==> config.mk <==
export PLATFORM = sky130hd
export DESIGN_NAME = alu_mdu_seq
export DESIGN_NICKNAME = d
export VERILOG_FILES = /design/src/rtl/alu_mdu_seq.sv
export SDC_FILE = /design/constraint.sdc
export NUM_CORES = 2
export LEC_CHECK = 0
export ABC_AREA = 1
export CORE_MARGIN = 4
export CORE_UTILIZATION = 35
export DETAILED_ROUTE_END_ITERATION = 8
export DONT_BUFFER_PORTS = 1
export PLACE_DENSITY = 0.5
export SLEW_MARGIN = 10
export SYNTH_ARGS = -nofsm -noshare
export SYNTH_HDL_FRONTEND = slang
export SYNTH_SLANG_ARGS = --single-unit
==> constraint.sdc <==
create_clock -name clk -period 11.7 [get_ports clk]
set_input_delay 1.17 -clock clk [delete_from_list [all_inputs] [get_ports clk]]
set_output_delay 1.17 -clock clk [all_outputs]
set_load 0.005 [all_outputs]
==> src/rtl/alu_mdu_seq.sv <==
`default_nettype none
// ============================================================================
// Module   : alu_mdu_seq
// Purpose  : EX-stage ALU with a registered result stage and an iterative
//            multiply/divide unit that owns the architectural HI/LO pair.
//            Single-cycle ops return one cycle after acceptance and can issue
//            back to back. mult/multu/div/divu run one bit per clock for WIDTH
//            clocks and return on the RUN->DONE transition (WIDTH+1 latency).
// Ports    : clk, reset_n (async, active low)
//            in_valid/in_ready  - request handshake (in_ready = !busy)
//            Instruction        - opcode [31:26], funct [5:0]
//            A, B, shamt        - operands and shift amount
//            out_valid          - one-cycle pulse qualifying O/zero/illegal
//            O, zero, illegal   - registered result, O==0 flag, bad encoding
//            busy               - multiply/divide in progress
// Revision : 1.0 - initial release
// ============================================================================
module alu_mdu_seq #(
    parameter int WIDTH   = 32,
    parameter int SHAMT_W = 5
) (
    input  logic               clk,
    input  logic               reset_n,
    input  logic               in_valid,
    output logic               in_ready,
    input  logic [31:0]        Instruction,
    input  logic [WIDTH-1:0]   A,
    input  logic [WIDTH-1:0]   B,
    input  logic [SHAMT_W-1:0] shamt,
    output logic               out_valid,
    output logic [WIDTH-1:0]   O,
    output logic               zero,
    output logic               illegal,
    output logic               busy
);

    // Opcodes
    localparam logic [5:0] c_OP_RTYPE = 6'b000000;
    localparam logic [5:0] c_OP_BEQ   = 6'b000100;
    localparam logic [5:0] c_OP_BNE   = 6'b000101;
    localparam logic [5:0] c_OP_ADDIU = 6'b001001;
    localparam logic [5:0] c_OP_SLTI  = 6'b001010;
    localparam logic [5:0] c_OP_ANDI  = 6'b001100;
    localparam logic [5:0] c_OP_LW    = 6'b100011;
    localparam logic [5:0] c_OP_SW    = 6'b101011;

    // R-type function codes
    localparam logic [5:0] c_FN_SLL   = 6'b000000;
    localparam logic [5:0] c_FN_SRL   = 6'b000010;
    localparam logic [5:0] c_FN_SRA   = 6'b000011;
    localparam logic [5:0] c_FN_MFHI  = 6'b010000;
    localparam logic [5:0] c_FN_MFLO  = 6'b010010;
    localparam logic [5:0] c_FN_MULT  = 6'b011000;
    localparam logic [5:0] c_FN_MULTU = 6'b011001;
    localparam logic [5:0] c_FN_DIV   = 6'b011010;
    localparam logic [5:0] c_FN_DIVU  = 6'b011011;
    localparam logic [5:0] c_FN_ADDU  = 6'b100001;
    localparam logic [5:0] c_FN_SUBU  = 6'b100011;
    localparam logic [5:0] c_FN_AND   = 6'b100100;
    localparam logic [5:0] c_FN_OR    = 6'b100101;
    localparam logic [5:0] c_FN_XOR   = 6'b100110;
    localparam logic [5:0] c_FN_NOR   = 6'b100111;
    localparam logic [5:0] c_FN_NOR2  = 6'b101111;
    localparam logic [5:0] c_FN_SLT   = 6'b101010;
    localparam logic [5:0] c_FN_SLTU  = 6'b101011;

    // Multiply/divide sequencer states
    localparam logic [1:0] c_ST_IDLE = 2'd0;
    localparam logic [1:0] c_ST_RUN  = 2'd1;
    localparam logic [1:0] c_ST_DONE = 2'd2;

    localparam int                 c_CNT_W   = $clog2(WIDTH + 1);
    localparam logic [c_CNT_W-1:0] c_CNT_ONE = c_CNT_W'(1);
    localparam logic [c_CNT_W-1:0] c_CNT_TOP = c_CNT_W'(WIDTH - 1);

    // ------------------------------------------------------------------------
    // Registers
    // ------------------------------------------------------------------------
    logic [1:0]         r_state;
    logic               r_busy;
    logic               r_out_valid;
    logic [WIDTH-1:0]   r_o;
    logic               r_zero;
    logic               r_illegal;
    logic [WIDTH-1:0]   r_hi;
    logic [WIDTH-1:0]   r_lo;
    // Iteration state: {r_rem, r_quo} is the partial product for multiply and
    // the partial remainder / shifting dividend-quotient for divide.
    logic [WIDTH-1:0]   r_rem;
    logic [WIDTH-1:0]   r_quo;
    logic [WIDTH-1:0]   r_opnd;     // multiplicand or divisor magnitude
    logic [WIDTH-1:0]   r_a_raw;    // original dividend, returned as HI on /0
    logic [c_CNT_W-1:0] r_count;
    logic               r_is_div;
    logic               r_neg_q;    // negate product / quotient at the end
    logic               r_neg_r;    // negate remainder at the end
    logic               r_div0;

    // ------------------------------------------------------------------------
    // Decode and single-cycle datapath
    // ------------------------------------------------------------------------
    logic [5:0]       w_opcode;
    logic [5:0]       w_funct;
    logic [WIDTH-1:0] w_sum;
    logic [WIDTH-1:0] w_diff;
    logic [WIDTH-1:0] w_slt;
    logic [WIDTH-1:0] w_sltu;
    logic [WIDTH-1:0] w_res;
    logic             w_ill;
    logic             w_md;
    logic             w_md_div;
    logic             w_md_signed;
    logic             w_accept;
    logic             w_unused_instr;

    assign w_opcode       = Instruction[31:26];
    assign w_funct        = Instruction[5:0];
    assign w_unused_instr = ^Instruction[25:6];
    assign w_sum          = A + B;
    assign w_diff         = A - B;
    assign w_slt          = {{(WIDTH-1){1'b0}}, ($signed(A) < $signed(B))};
    assign w_sltu         = {{(WIDTH-1){1'b0}}, (A < B)};
    assign w_accept       = in_valid & ~r_busy;

    always_comb begin
        w_res       = '0;
        w_ill       = 1'b0;
        w_md        = 1'b0;
        w_md_div    = 1'b0;
        w_md_signed = 1'b0;
        case (w_opcode)
            c_OP_RTYPE: begin
                case (w_funct)
                    c_FN_ADDU:            w_res = w_sum;
                    c_FN_SUBU:            w_res = w_diff;
                    c_FN_AND:             w_res = A & B;
                    c_FN_OR:              w_res = A | B;
                    c_FN_XOR:             w_res = A ^ B;
                    c_FN_NOR, c_FN_NOR2:  w_res = ~(A | B);
                    c_FN_SLL:             w_res = B << shamt;
                    c_FN_SRL:             w_res = B >> shamt;
                    c_FN_SRA:             w_res = $signed(B) >>> shamt;
                    c_FN_SLT:             w_res = w_slt;
                    c_FN_SLTU:            w_res = w_sltu;
                    c_FN_MFHI:            w_res = r_hi;
                    c_FN_MFLO:            w_res = r_lo;
                    c_FN_MULT: begin
                        w_md        = 1'b1;
                        w_md_signed = 1'b1;
                    end
                    c_FN_MULTU: begin
                        w_md        = 1'b1;
                    end
                    c_FN_DIV: begin
                        w_md        = 1'b1;
                        w_md_div    = 1'b1;
                        w_md_signed = 1'b1;
                    end
                    c_FN_DIVU: begin
                        w_md        = 1'b1;
                        w_md_div    = 1'b1;
                    end
                    default:              w_ill = 1'b1;
                endcase
            end
            c_OP_ADDIU, c_OP_LW, c_OP_SW: w_res = w_sum;
            c_OP_ANDI:                    w_res = A & B;
            c_OP_SLTI:                    w_res = w_slt;
            c_OP_BEQ, c_OP_BNE:           w_res = w_diff;
            default:                      w_ill = 1'b1;
        endcase
    end

    // Operand magnitudes; both unsigned variants pass operands through.
    logic             w_a_neg;
    logic             w_b_neg;
    logic [WIDTH-1:0] w_a_mag;
    logic [WIDTH-1:0] w_b_mag;

    assign w_a_neg = w_md_signed & A[WIDTH-1];
    assign w_b_neg = w_md_signed & B[WIDTH-1];
    assign w_a_mag = w_a_neg ? (-A) : A;
    assign w_b_mag = w_b_neg ? (-B) : B;

    // ------------------------------------------------------------------------
    // One iteration of shift-add multiply / restoring divide
    // ------------------------------------------------------------------------
    logic [WIDTH:0]   w_mul_sum;
    logic [WIDTH-1:0] w_mul_rem;
    logic [WIDTH-1:0] w_mul_quo;
    logic [WIDTH:0]   w_div_shift;
    logic [WIDTH:0]   w_div_trial;
    logic             w_div_ok;
    logic [WIDTH-1:0] w_div_rem;
    logic [WIDTH-1:0] w_div_quo;
    logic [WIDTH-1:0] w_step_rem;
    logic [WIDTH-1:0] w_step_quo;

    // Multiply: add the multiplicand into the upper half when the current
    // multiplier LSB is set, then shift the whole {carry, upper, lower} right.
    assign w_mul_sum = {1'b0, r_rem} + (r_quo[0] ? {1'b0, r_opnd} : {(WIDTH+1){1'b0}});
    assign w_mul_rem = w_mul_sum[WIDTH:1];
    assign w_mul_quo = {w_mul_sum[0], r_quo[WIDTH-1:1]};

    // Divide: shift the next dividend bit into the remainder and keep the
    // trial subtraction only if it did not borrow. The remainder stays below
    // the divisor, so the shifted value never needs more than WIDTH+1 bits.
    assign w_div_shift = {r_rem, r_quo[WIDTH-1]};
    assign w_div_trial = w_div_shift - {1'b0, r_opnd};
    assign w_div_ok    = ~w_div_trial[WIDTH];
    assign w_div_rem   = w_div_ok ? w_div_trial[WIDTH-1:0] : w_div_shift[WIDTH-1:0];
    assign w_div_quo   = {r_quo[WIDTH-2:0], w_div_ok};

    assign w_step_rem = r_is_div ? w_div_rem : w_mul_rem;
    assign w_step_quo = r_is_div ? w_div_quo : w_mul_quo;

    // Final sign correction applied to the last step's output, so HI/LO are
    // written on the same edge that leaves RUN.
    logic [2*WIDTH-1:0] w_prod;
    logic [2*WIDTH-1:0] w_prod_fix;
    logic [WIDTH-1:0]   w_hi_fin;
    logic [WIDTH-1:0]   w_lo_fin;

    assign w_prod     = {w_step_rem, w_step_quo};
    assign w_prod_fix = r_neg_q ? (-w_prod) : w_prod;

    always_comb begin
        w_hi_fin = w_prod_fix[2*WIDTH-1:WIDTH];
        w_lo_fin = w_prod_fix[WIDTH-1:0];
        if (r_is_div) begin
            if (r_div0) begin
                w_hi_fin = r_a_raw;
                w_lo_fin = '1;
            end else begin
                // MIN / -1 falls out naturally: the quotient magnitude 2^(W-1)
                // negates back to MIN and the remainder is zero.
                w_hi_fin = r_neg_r ? (-w_step_rem) : w_step_rem;
                w_lo_fin = r_neg_q ? (-w_step_quo) : w_step_quo;
            end
        end
    end

    // ------------------------------------------------------------------------
    // Sequencer and registered result stage
    // ------------------------------------------------------------------------
    always_ff @(posedge clk or negedge reset_n) begin
        if (!reset_n) begin
            r_state     <= c_ST_IDLE;
            r_busy      <= 1'b0;
            r_out_valid <= 1'b0;
            r_o         <= '0;
            r_zero      <= 1'b1;
            r_illegal   <= 1'b0;
            r_hi        <= '0;
            r_lo        <= '0;
            r_rem       <= '0;
            r_quo       <= '0;
            r_opnd      <= '0;
            r_a_raw     <= '0;
            r_count     <= '0;
            r_is_div    <= 1'b0;
            r_neg_q     <= 1'b0;
            r_neg_r     <= 1'b0;
            r_div0      <= 1'b0;
        end else begin
            r_out_valid <= 1'b0;
            case (r_state)
                c_ST_IDLE: begin
                    if (w_accept) begin
                        if (w_md) begin
                            r_state  <= c_ST_RUN;
                            r_busy   <= 1'b1;
                            r_rem    <= '0;
                            r_quo    <= w_a_mag;
                            r_opnd   <= w_b_mag;
                            r_a_raw  <= A;
                            r_count  <= c_CNT_TOP;
                            r_is_div <= w_md_div;
                            r_neg_q  <= w_a_neg ^ w_b_neg;
                            r_neg_r  <= w_a_neg;
                            r_div0   <= (B == '0);
                        end else begin
                            r_out_valid <= 1'b1;
                            r_o         <= w_res;
                            r_zero      <= (w_res == '0);
                            r_illegal   <= w_ill;
                        end
                    end
                end
                c_ST_RUN: begin
                    r_rem <= w_step_rem;
                    r_quo <= w_step_quo;
                    if (r_count == '0) begin
                        r_state     <= c_ST_DONE;
                        r_hi        <= w_hi_fin;
                        r_lo        <= w_lo_fin;
                        r_out_valid <= 1'b1;
                        r_o         <= w_lo_fin;
                        r_zero      <= (w_lo_fin == '0);
                        r_illegal   <= 1'b0;
                    end else begin
                        r_count <= r_count - c_CNT_ONE;
                    end
                end
                c_ST_DONE: begin
                    r_state <= c_ST_IDLE;
                    r_busy  <= 1'b0;
                end
                default: begin
                    r_state <= c_ST_IDLE;
                    r_busy  <= 1'b0;
                end
            endcase
        end
    end

    assign in_ready  = ~r_busy;
    assign busy      = r_busy;
    assign out_valid = r_out_valid;
    assign O         = r_o;
    assign zero      = r_zero;
    assign illegal   = r_illegal;

endmodule
`default_nettype wire

==> impl_results.md <==
- CTS tree: done
- Num ports: 141
- Fin crit period: 5790 ps
- Simple-Gate Fraction of Synth Area: 39.2%
- Largest family of logic cells by synthesized area: simple AND/OR/NAND/NOR gates
- Max cap viols: 0
- Net load switching power: 0.896 mW
- H-tree Lvls: 1
- Worst Path Arrival: 6300 ps
- Worst skew pair latency: 620 ps
- DRT Pass-1 Iters: 9
- Seq cells post-synth: 240
- Most common cell in the netlist: nand2_1
- Sequential power share: 34.8%
- Drt initial violations: 4,554
- Number of synthesized flops with an enable pin: 0
- Fin. Hold Viols: 0
- Grt ovf: 0
- Combinational Power Share: 24.6%
- Die ar.: 91,600 sq um
- CP Launch Type: flip-flop
- Hold_buf cts: 0
- FILL cells: 9,788
- Largest net degree at the start of global routing: 241
- Die Span Y: 303 microns
- VDD IR-drop max: 99.8 uV
- Area delta synth->final: 6.50%
- Layout Nets: 5,418
- Total Wirelength: 173 mm
- Worst-Margin Slew: 1180 ps
- Die X: 303 microns
- Hold Path Class: primary input to asynchronous set/reset pin
- Setup CP Type: flip-flop to flip-flop
- Layout cell share with drive strength beyond 1: 4.44%
- Detailed placement HPWL: 140 mm
- Avg Inst Size Synth: 5.76 sq um
- Synth Area in Compound Gates: 19.4%
- Clock power share: 40.6%
- Syn Inst Count: 5,275
- Post_cts resized: 0
- Synth cell count leaders: nand2_1, inv_1, nor2_1
- Cell Count, Final, Fillers Out: 6,307
- # setup viols final: 0
- DR vias: 36,200
- Final Instance Area: 32,400 sq um
- Pre-CTS setup slack: 5960 ps
- Max-slew violation count: 0
- Starting Density: 35.5%
- ANT nets after route: 0
- Min setup slack post-route: 5910 ps
- Sw Ratio: 36.5%
- Worst setup EP type: flip-flop
- Initial antenna violation count: 4
- CTS sink count: 240
- Period utilization: 49.5%
- Worst-path clk slew: 70 ps
- Via-to-Cell Ratio: 5.74
- Adder-cell share of the synthesized area: 7.43%
- WP data required: 12,200 ps
- Core ar.: 85,700 sq um
- Status: complete, no violations
- Clk buf depth: 3
- CP Max Fanout: 31
- Number of global-route vias before repair: 34,100
- Syn_nets: 5,557
- Internal: 1.56 mW
- Routed WL per cell: 27.4 microns
- Synthesis warning total: 0
- F_max: 0.173 GHz
- First-pass GRT wire length: 245 mm
- Synth top area share: 20.2%
- CTS buffer count: 30
- Cell taking the most area after synthesis: nand2_1
- Post-Place Cells: 6,248
- Num rows: 107
- Slowest stage delay, CP: 590 ps
- Setup bufs post-CTS: 0
- P_leak: 16.5 nW
- Final Power: 2.45 mW
- Root Driver: clkbuf_16
- Worst Skew: 36.1 ps
- Cell Area, Synth: 30,400 sq um
- RSZ-0062 raised after global routing: false
- Post-DP Area: 31,300 sq um
- Total negative setup slack: 0 ps
- Port bufs: 0
- # DRC: 0
- Multiplexer share of the synthesized area: 0.362%
- Power Dens Cells: 75.7 nW/um^2
- Sequential share of the synthesized area: 19.8%
- Slowest stage cell on the critical path: nand2_2
- Top FF cell, synth: dfrtp_1
- Synth area leaders: nand2_1, dfrtp_1, inv_1
- Netlist cell types: 63
- Worst slew margin: 20.4%
- All-Layer GR Usage: 36.8%
- XOR/XNOR share of the synthesized area: 2.51%
- Routability congestion estimate: 1.08
- Async S/R FF share, synth: 100%
## stage by stage
stage	utilization, %	hold slack [ps]
after detailed placement	36.6	465
final	37.8	295
after global placement	36.6	465
after global routing	37.8	274
after CTS	37.8	264
after floorplan	-	423
## layer usage
layer	global-route usage, %	vias up	wire length (microns)
met5	0	-	13
li1	-	17000	-
met2	56.2	1755	73300
met3	5.21	337	14600
met4	22.0	2	12900
met1	49.4	17200	71900
## path summary, 6_finish.rpt
| path | cells after the start | start | end | slack, ps |
|---|---|---|---|---|
| max | 30 | r_quo[31] | r_hi[14] | 5910 |
| min | 0 | reset_n | r_opnd[31] | 290 |
| max reg2reg | 30 | r_quo[31] | r_hi[14] | 5910 |
| min reg2reg | 2 | r_lo[2] | r_lo[2] | 480 |
| max in group asynchronous | 0 | reset_n | O[14] | 10630 |
| min in group clk | 2 | r_lo[2] | r_lo[2] | 480 |
## cell usage in the layout, fill, tap and decap left out, drive strengths merged, types with 10 or more instances in the layout
cell,count
nand4,70
clkbuf,33
dfrtp,239
buf,42
o21bai,14
o211ai,64
o21ai,478
nand3,436
a22oi,35
mux2i,11
nand3b,18
a221oi,14
nor4,13
a31oi,22
xor2,74
clkinv,18
ha,174
a21oi,276
nor3,82
nor2,507
a211oi,10
o22ai,44
xnor2,13
nand2,1669
o21a,17
inv,679
o221ai,23
or2,28
## area by class of cell
type                            instances  area (sq um)  area share, %
Clock inverter                         23           256          0.792
Sequential cell                       240          6010           18.6
Tap cell                             1144          1430           4.42
Multi-Input combinational cell       4139         21000           64.9
Clock buffer                           33           782           2.42
Timing Repair Buffer                   42           315          0.974
Inverter                              683          2560           7.92
Antenna cell                            3          7.51         0.0232
## power groups by stage
stage          Sequential (mW)  Clock, mW  Combinational, mW
2_1_floorplan            0.861          0              0.387
3_3_place_gp             0.868          0              0.585
3_5_place_dp             0.868          0              0.579
4_1_cts                  0.853       1.01              0.582
5_1_grt                  0.854       1.04              0.650
6_report                 0.853      0.996              0.603
## worst max-delay path: cells and delay by family, from the launching register on
family                     cells  cell delay, ps
AOI/OAI and AO/OA              2             220
adders and majority gates      3            1030
buffers and inverters          5             760
DFF                            1             360
and+or+nand+nor               20            3270
## registers in the layout, summed over array words and instances (netlist names)
name,cells
r_a_raw,32
busy,1
r_hi,32
r_quo,32
r_neg_q,1
r_lo,32
r_opnd,32
O,32
zero,1
r_rem,32
r_neg_r,1
r_state,2
r_is_div,1
r_count,6
illegal,1
r_div0,1
out_valid,1
## logic make-up (layout without fill, tap and decap cells)
| family | Yosys count | count (layout) |
|---|---|---|
| simple gates | 2831 | 2831 |
| compound gates | 1032 | 1032 |
| buf+inv | 896 | 781 |
| flops | 240 | 240 |
| fa+ha+maj | 178 | 178 |
| xor+xnor | 87 | 87 |
| mux | 11 | 11 |
| other cells | 0 | 3 |
Power figures use the tool's default switching activity.
